## config.mk

```make
export PLATFORM = sky130hd
export DESIGN_NAME = alu_seq_ctrl
export DESIGN_NICKNAME = d
export VERILOG_FILES = /design/src/rtl/alu_seq_ctrl.sv
export SDC_FILE = /design/constraint.sdc
export NUM_CORES = 1
export LEC_CHECK = 0
export CAP_MARGIN = 20
export CORE_MARGIN = 2
export CORE_UTILIZATION = 40
export CTS_CLUSTER_DIAMETER = 30
export DETAILED_ROUTE_END_ITERATION = 10
export GPL_ROUTABILITY_DRIVEN = 1
export PLACE_DENSITY_LB_ADDON = 0.1
export SETUP_SLACK_MARGIN = 0.02
export SLEW_MARGIN = 10
export SYNTH_ARGS = -nofsm -noshare
export SYNTH_HDL_FRONTEND = slang
export SYNTH_SLANG_ARGS = --single-unit
export TNS_END_PERCENT = 1
```

## constraint.sdc

```tcl
create_clock -name clk -period 1.8 [get_ports clk]
set_input_delay 0.45 -clock clk [delete_from_list [all_inputs] [get_ports clk]]
set_output_delay 0.45 -clock clk [all_outputs]
set_load 0.01 [all_outputs]
```

## src/rtl/alu_seq_ctrl.sv

```systemverilog
// Multi-pass sequencer that drives a shared 32-bit ALU for 64-bit and 32-bit ops.
// Chains carry between passes and merges per-pass flags into 64-bit NZCV.
module alu_seq_ctrl #(
    parameter int DW     = 32,
    parameter int ADD_OP = 4
) (
    input  logic            clk,
    input  logic            rst_n,
    input  logic            req_valid,
    output logic            req_ready,
    input  logic [2:0]      req_op,
    input  logic            req_wide,
    input  logic            req_setf,
    input  logic [2*DW-1:0] req_a,
    input  logic [2*DW-1:0] req_b,
    output logic            resp_valid,
    input  logic            resp_ready,
    output logic [2*DW-1:0] resp_result,
    output logic [3:0]      resp_nzcv,
    output logic [3:0]      flags_q,
    output logic [3:0]      alu_op,
    output logic [DW-1:0]   alu_src1,
    output logic [DW-1:0]   alu_src2,
    output logic            alu_c_in,
    input  logic [DW-1:0]   alu_out,
    input  logic [3:0]      alu_nzcv
);

    localparam logic [2:0] OP_ADD = 3'd0;
    localparam logic [2:0] OP_SUB = 3'd1;
    localparam logic [2:0] OP_AND = 3'd2;
    localparam logic [2:0] OP_XOR = 3'd3;
    localparam logic [2:0] OP_ORR = 3'd4;
    localparam logic [2:0] OP_ADC = 3'd5;
    localparam logic [2:0] OP_SBC = 3'd6;
    localparam logic [2:0] OP_BIC = 3'd7;

    localparam logic [3:0] ALU_AND = 4'd0;
    localparam logic [3:0] ALU_XOR = 4'd1;
    localparam logic [3:0] ALU_SUB = 4'd2;
    localparam logic [3:0] ALU_ADD = 4'(ADD_OP);
    localparam logic [3:0] ALU_ADC = 4'(ADD_OP + 1);
    localparam logic [3:0] ALU_SBC = 4'd6;
    localparam logic [3:0] ALU_ORR = 4'd12;
    localparam logic [3:0] ALU_BIC = 4'd14;

    typedef enum logic [1:0] {
        S_IDLE,
        S_LO,
        S_HI,
        S_DONE
    } state_t;

    state_t            state_q, state_d;
    logic [2:0]        op_q, op_d;
    logic              wide_q, wide_d;
    logic              setf_q, setf_d;
    logic [2*DW-1:0]   a_q, a_d;
    logic [2*DW-1:0]   b_q, b_d;
    logic [2*DW-1:0]   res_q, res_d;
    logic [3:0]        nzcv_q, nzcv_d;
    logic [3:0]        flags_d;
    logic              c_lo_q, c_lo_d;
    logic              z_lo_q, z_lo_d;

    logic [3:0]        lo_code;
    logic [3:0]        hi_code;
    logic              lo_cin;

    // Carry-using ops take their LO-pass carry from the persistent flags.
    always_comb begin
        lo_code = ALU_AND;
        hi_code = ALU_AND;
        lo_cin  = 1'b0;
        unique case (op_q)
            OP_ADD: begin lo_code = ALU_ADD; hi_code = ALU_ADC; end
            OP_SUB: begin lo_code = ALU_SUB; hi_code = ALU_SBC; end
            OP_AND: begin lo_code = ALU_AND; hi_code = ALU_AND; end
            OP_XOR: begin lo_code = ALU_XOR; hi_code = ALU_XOR; end
            OP_ORR: begin lo_code = ALU_ORR; hi_code = ALU_ORR; end
            OP_ADC: begin
                lo_code = ALU_ADC;
                hi_code = ALU_ADC;
                lo_cin  = flags_q[1];
            end
            OP_SBC: begin
                lo_code = ALU_SBC;
                hi_code = ALU_SBC;
                lo_cin  = flags_q[1];
            end
            OP_BIC: begin lo_code = ALU_BIC; hi_code = ALU_BIC; end
            default: ;
        endcase
    end

    always_comb begin
        state_d  = state_q;
        op_d     = op_q;
        wide_d   = wide_q;
        setf_d   = setf_q;
        a_d      = a_q;
        b_d      = b_q;
        res_d    = res_q;
        nzcv_d   = nzcv_q;
        flags_d  = flags_q;
        c_lo_d   = c_lo_q;
        z_lo_d   = z_lo_q;
        alu_op   = 4'd0;
        alu_src1 = '0;
        alu_src2 = '0;
        alu_c_in = 1'b0;
        unique case (state_q)
            S_IDLE: begin
                if (req_valid) begin
                    op_d    = req_op;
                    wide_d  = req_wide;
                    setf_d  = req_setf;
                    a_d     = req_a;
                    b_d     = req_b;
                    state_d = S_LO;
                end
            end
            S_LO: begin
                alu_op   = lo_code;
                alu_src1 = a_q[DW-1:0];
                alu_src2 = b_q[DW-1:0];
                alu_c_in = lo_cin;
                res_d    = {{DW{1'b0}}, alu_out};
                c_lo_d   = alu_nzcv[1];
                z_lo_d   = alu_nzcv[2];
                if (wide_q) begin
                    state_d = S_HI;
                end else begin
                    nzcv_d  = alu_nzcv;
                    if (setf_q) flags_d = alu_nzcv;
                    state_d = S_DONE;
                end
            end
            S_HI: begin
                alu_op   = hi_code;
                alu_src1 = a_q[2*DW-1:DW];
                alu_src2 = b_q[2*DW-1:DW];
                alu_c_in = c_lo_q;
                res_d    = {alu_out, res_q[DW-1:0]};
                // 64-bit zero needs both halves zero.
                nzcv_d   = {alu_nzcv[3], z_lo_q & alu_nzcv[2], alu_nzcv[1:0]};
                if (setf_q) flags_d = nzcv_d;
                state_d  = S_DONE;
            end
            S_DONE: begin
                if (resp_ready) state_d = S_IDLE;
            end
            default: state_d = S_IDLE;
        endcase
    end

    always_ff @(posedge clk or negedge rst_n) begin
        if (!rst_n) begin
            state_q <= S_IDLE;
            op_q    <= '0;
            wide_q  <= 1'b0;
            setf_q  <= 1'b0;
            a_q     <= '0;
            b_q     <= '0;
            res_q   <= '0;
            nzcv_q  <= '0;
            flags_q <= '0;
            c_lo_q  <= 1'b0;
            z_lo_q  <= 1'b0;
        end else begin
            state_q <= state_d;
            op_q    <= op_d;
            wide_q  <= wide_d;
            setf_q  <= setf_d;
            a_q     <= a_d;
            b_q     <= b_d;
            res_q   <= res_d;
            nzcv_q  <= nzcv_d;
            flags_q <= flags_d;
            c_lo_q  <= c_lo_d;
            z_lo_q  <= z_lo_d;
        end
    end

    assign req_ready   = (state_q == S_IDLE);
    assign resp_valid  = (state_q == S_DONE);
    assign resp_result = res_q;
    assign resp_nzcv   = nzcv_q;

endmodule

```

==> flow_metrics.env <==
export IMPL_synth_area_leaders="dfrtp_1, mux2_4, mux2_2, a22o_1, o21ai_0"
export IMPL_grt_overflow_total=0
export IMPL_synth_cell_types=26
export IMPL_cts_buffers=49
export IMPL_dr_pass1_iters=4
export IMPL_leakage_nw=7.01
export IMPL_tightest_slew_ns=0.329
export IMPL_nets=1259
export IMPL_required_ns=1.35
export IMPL_gp_congestion=0.762
export IMPL_wl_met1_um=11000
export IMPL_synth_common_cells="dfrtp_1, mux2_2, nand2_1"
export IMPL_post_route_period_util_pct=144
export IMPL_route_met3_wl_um=1950
export IMPL_antenna_left=0
export IMPL_syn_avg_cell_area_um2=12.9
export IMPL_cts_sinks=209
export IMPL_hpwl_um=17400
export IMPL_drt_iter0_markers=205
export IMPL_rsz0062_at_grt="yes"
export IMPL_fp_dieW_um=154
export IMPL_cts_tree="yes"
export IMPL_outcome="finished, violations left"
export IMPL_fmax_mhz=385
export IMPL_grt_pass1_vias=7459
export IMPL_synth_seq_area_share_pct=58.0
export IMPL_ys_seq_elements=209
export IMPL_cp_end_kind="output pin"
export IMPL_drive_gt1_share_pct=34.0
export IMPL_critPathKind="flip-flop to output pin"
export IMPL_initial_utilization_pct=41.0
export IMPL_drv_slew=0
export IMPL_wl_um=26600
export IMPL_clk_latency_ns=0.53
export IMPL_total_power_mw=28.8
export IMPL_cts_buffer_depth=3
export IMPL_synth_top_area_cell="dfrtp_1"
export IMPL_max_cap_viol_count=0
export IMPL_yosys_warnings=0
export IMPL_drc=0
export IMPL_cp_max_fo=5
export IMPL_dp_cells=1286
export IMPL_antenna_found_initial=2
export IMPL_netlist_instances=697
export IMPL_cts_htree_levels=2
export IMPL_synth_ff_type="dfrtp_1"
export IMPL_final_setup_viol_count=74
export IMPL_vdd_drop_max_mv=1.10
export IMPL_top_layer_used="met5"
export IMPL_grt_max_degree=59
export IMPL_synth_nets=874
export IMPL_violations="setup timing"
export IMPL_start_kind="flip-flop"
export IMPL_grt_pass1_wl_um=41100
export IMPL_instances_no_fill=1403
export IMPL_die_h_um=154
export IMPL_hold_path_class="primary input to asynchronous set/reset pin"
export IMPL_met2_length_um=13000
export IMPL_relSlewSlack_pct=78.1
export IMPL_finalClockSkew_ns=0.00881
export IMPL_synth_edf_count=0
export IMPL_grt_total_usage_pct=22.1
export IMPL_vias=6884
export IMPL_hold_viol_final=0
export IMPL_min_period_ns=2.59
export IMPL_powerDensity_nw_per_um2=1980
export IMPL_rows=54
export IMPL_area_growth_pct=61.3
export IMPL_reg2reg_slack_ns=-0.01
export IMPL_setup_ws_ns=-0.794
export IMPL_clockRootBuffer="clkbuf_16"
export IMPL_pre_cts_slack_ns=-0.561
export IMPL_port_buffers=315
export IMPL_coreArea_um2=22000
export IMPL_yosysMostFrequentCell="dfrtp_1"
export IMPL_fp_dieArea_um2=23700
export IMPL_clkTransAtPathRegs_ns=0.05
export IMPL_synth_top_area_share_pct=58.0
export IMPL_avgRoutedWirePerCell_um=18.9
export IMPL_async_reset_ff_share_pct=100
export IMPL_syn_cell_area_um2=9010
export IMPL_critPathArrivalTime_ns=2.14
export IMPL_num_io_pins=316
export IMPL_via_per_inst=4.91
==> path summary, 6_finish.rpt <==
check                                        to          from  cells after the start
worst min register to register     resp_nzcv[3]  resp_nzcv[3]                      1
min in group clk                   resp_nzcv[3]  resp_nzcv[3]                      1
worst min-delay path            resp_result[29]         rst_n                      2
max in group asynchronous       resp_result[13]         rst_n                      3
worst max-delay path               alu_src2[22]    state_q[1]                      8
worst max register to register       flags_q[2]    state_q[0]                      7
==> routing by layer <==
layer | vias to the layer above | global-route usage [%]
met5 | - | 0
met4 | 2 | 7.21
met3 | 42 | 6.88
met2 | 265 | 36.8
met1 | 3390 | 27.5
li1 | 3185 | -
==> final cells by class <==
cell class	instances	area, um^2
timing repair buffer	377	3660
clock inverter	32	345
multi-input combinational	376	3340
tap	280	350
inverter	69	259
antenna	1	2.50
sequential	209	5230
clock buffer	59	1360
fill	1685	7420
==> stage by stage <==
step                      area, um^2  TNS [ns]  hold WS [ns]  utilization [%]
after floorplan                 9070  -0.00330         0.154                -
after global placement         12700    -42.71         0.340             58.0
after detailed placement       12700    -47.24         0.338             58.0
after CTS                      14500    -50.31         0.350             65.9
after global routing           14500    -53.39         0.358             66.2
final                          14500    -47.90         0.363             66.2
==> placed cells by master, fill, tap and decap left out, drive strengths merged <==
cell type	Yosys	layout
clkdlybuf4s50	0	171
and2	2	3
o31ai	2	2
bufinv	0	5
inv	69	72
clkinv	0	15
o22ai	1	1
dlygate4sd2	0	72
a22o	64	64
nand3b	1	1
clkbuf	8	61
dfrtp	209	209
mux2	143	143
buf	36	130
nand2b	1	1
nand2	73	73
bufbuf	0	1
a21oi	3	3
o21ai	67	67
a21o	1	1
nand3	1	1
clkinvlp	0	9
a21boi	1	1
xor2	1	1
nor2b	3	3
ha	4	4
xnor2	1	1
dlygate4sd3	0	1
diode	0	1
nor2	6	6
==> logic make-up (layout without fill, tap and decap cells) <==
family | Yosys count | count (layout) | share of synthesized area [%]
AO/OA/AOI/OAI | 139 | 139 | 10.5
XOR/XNOR | 2 | 2 | 0.194
adder cells (fa/ha/maj) | 4 | 4 | 0.556
buffers and inverters | 113 | 537 | 6.03
flip-flops | 209 | 209 | 58.0
multiplexers | 143 | 143 | 20.8
other | 0 | 1 | 0
AND/OR/NAND/NOR | 87 | 88 | 3.87
==> worst max-delay path: stages, from the launching register on <==
cell       delay [ns]
dfrtp_1          0.39
inv_2            0.10
ha_4             0.21
and2_4           0.15
buf_6            0.12
buf_8            0.13
clkbuf_16        0.16
a22o_1           0.20
buf_2            0.14
==> report_power, final <==
group	internal, mW	total [mW]	switching (mW)
registers	6.93	8.20	1.27
logic	6.62	11.7	5.13
clock network	6.08	8.90	2.82
total	19.6	28.8	9.21
==> flip-flops by register name (all words and copies together), names as in the netlist <==
signal       count
state_q          2
b_q             64
resp_nzcv        4
z_lo_q           1
setf_q           1
resp_result     64
c_lo_q           1
flags_q          4
op_q             3
a_q             64
wide_q           1
==> repair_timing <==
item | in CTS | in global routing
gates resized for setup | 389 | 16
endpoints found under the setup margin | 184 | 84
pin swaps | 23 | 15
cloned | 8 | 1
hold buffers | 1 | 0
hold endpoints to repair | 14 | 0
setup buffers | 14 | 2
(Power assumes the default switching activity.)
==> variant, RTL diff (same settings) <==
Encoding of `state_t`: now one-hot (4 bits for 4 states).
--- a/src/rtl/alu_seq_ctrl.sv
+++ b/src/rtl/alu_seq_ctrl.sv
@@ -46,7 +46,7 @@
 
-    typedef enum logic [1:0] {
-        S_IDLE,
-        S_LO,
-        S_HI,
-        S_DONE
+    typedef enum logic [3:0] {
+        S_IDLE = 4'b0001,
+        S_LO   = 4'b0010,
+        S_HI   = 4'b0100,
+        S_DONE = 4'b1000
     } state_t;
Behaviour: no difference found for any inputs over 4 cycles, from zero or initial values and one cycle with rst_n low; so few cycles prove little.
==> variant against the unedited design <==
Combinational power shrank 22%. Critical path depth shrank 1. Via count shrank 4.4%. Total power shrank 10%. The run still ends with setup timing left. Wire length shrank 0.57%. Area after synthesis shrank 1.4%. Final cell count shrank 8.0%. Critical endpoint is now alu_op[0]. Worst setup slack gained 0.10 ns. Hold slack gained 0.10 ns. Critical path type unchanged. Sequential cell count grew 2. Die area shrank 1.4%. Final area grew 0.77%.
==> variant: results (changes against the unedited design) <==
path depth of the worst reg2reg path 8 (was 7); Leakage 6.96 nW (was 7.01 nW); average vias per placed instance 5.10 (was 4.91); violations in the final reports setup timing (unchanged); number of non-filler instances in the completed layout 1291 (was 1403); Setup Total Neg Slack -76.31 ns (was -47.90 ns); setup slack of the most critical reg-to-reg path -0.29 ns (was -0.01 ns); wire length of the first global-routing pass 40500 um (was 41100 um); slowest cell on the critical path sky130_fd_sc_hd__dfrtp_2 (was sky130_fd_sc_hd__dfrtp_1); R2R Path End b_q[2]$_DFFE_PN0P_ (was flags_q[2]$_DFFE_PN0P_); Final setup viols 223 (was 74); top cells by area, synth sky130_fd_sc_hd__dfrtp_1 (59%), sky130_fd_sc_hd__mux2_2 (16%), sky130_fd_sc_hd__a22o_1 (9.6%) (was sky130_fd_sc_hd__dfrtp_1 (58%), sky130_fd_sc_hd__mux2_4 (12%), sky130_fd_sc_hd__mux2_2 (9.1%)); NumNets Final 1146 (was 1259); count of unique library cells instantiated by Yosys 33 (was 26); First DRT Iteration DRCs 263 (was 205); pre-CTS worst setup slack -0.535 ns (was -0.561 ns); run status finished with violations (unchanged); list of most frequent post-synthesis cells sky130_fd_sc_hd__dfrtp_1 (210), sky130_fd_sc_hd__mux2_2 (123), sky130_fd_sc_hd__a22o_1 (97) (was sky130_fd_sc_hd__dfrtp_1 (209), sky130_fd_sc_hd__mux2_2 (73), sky130_fd_sc_hd__nand2_1 (72)); part of the Yosys area used for sequential elements 59.5% (was 58.0%); pin count of the biggest net entering global routing 54 (was 59); number of placed cells counting well taps 1179 (was 1286); ANT cells 0 (was 1); number of antenna violations at the first check in global routing 0 (was 2); RD Place Congestion 0.817 (was 0.762); vias in the first global route 7203 (was 7459); skew final 0.00779 ns (was 0.00881 ns); Syn Nets 736 (was 874); Post-Syn Area per Cell 15.8 um2 (was 12.9 um2); Worst Max-Slew Pin Slew 0.523 ns (was 0.329 ns); Tot GR Track Use 21.7% (was 22.1%); maximum VDD drop 1.16 mV (was 1.10 mV); arrival time at the worst endpoint 2.04 ns (was 2.14 ns); launching point of the worst reg2reg path state_q[1]$_DFFE_PN0P_ (was state_q[0]$_DFFE_PN0P_); DRT Wirelength 26400 um (was 26600 um); crit-path max cell delay 0.42 ns (was 0.39 ns); final critical-path setup slack -0.693 ns (was -0.794 ns); Power Density 1770 nW/um2 (was 1980 nW/um2)
==> variant: metal layers <==
metal  track usage [%]  up-vias  wire, um
li1                  -     2940         -
met1              26.3     3330     10600
met2              36.6      263     13300
met3              6.78       46      1880
met4              7.80        0       596
met5                 0        -         0
==> variant: kinds of logic (layout without fill, tap and decap cells) <==
group                  Yosys count  count (layout)  share of synthesized area (%)
XOR/XNOR                         2               2                          0.197
multiplexers                   175             175                           24.3
flip-flops                     211             211                           59.5
AND/OR/NAND/NOR                 21              21                           1.69
buffers and inverters           46             494                           4.00
AO/OA/AOI/OAI                  108             108                           10.4
==> variant: what timing repair did <==
action | CTS | global route
pin swaps | 18 | 22
hold buffers | 1 | 0
setup endpoints to repair | 289 | 233
buffers inserted | 17 | 3
endpoints found under the hold margin | 43 | 0
cloned | 1 | 4
gates resized for setup | 407 | 57
==> variant: critical path, delay by kind of cell (launching register included) <==
kind                   cells  cell delay [ns]
buffers and inverters      4             0.58
flip-flops                 1             0.42
AO/OA/AOI/OAI              2             0.39
AND/OR/NAND/NOR            1             0.13
==> variant: report_power, final <==
part           internal (mW)  switching [mW]  total, mW
clock                   5.46            2.70       8.16
sequential              7.13            1.46       8.60
combinational           5.77            3.40       9.17
total                   18.4            7.56       25.9
==> variant: layout make-up <==
cell class	count	share of cell area, %
sequential	211	36.1
timing repair buffer	405	26.7
multi-input combinational	306	24.2
clock buffer	55	8.37
tap	280	2.39
clock inverter	32	2.14
inverter	2	0.0513
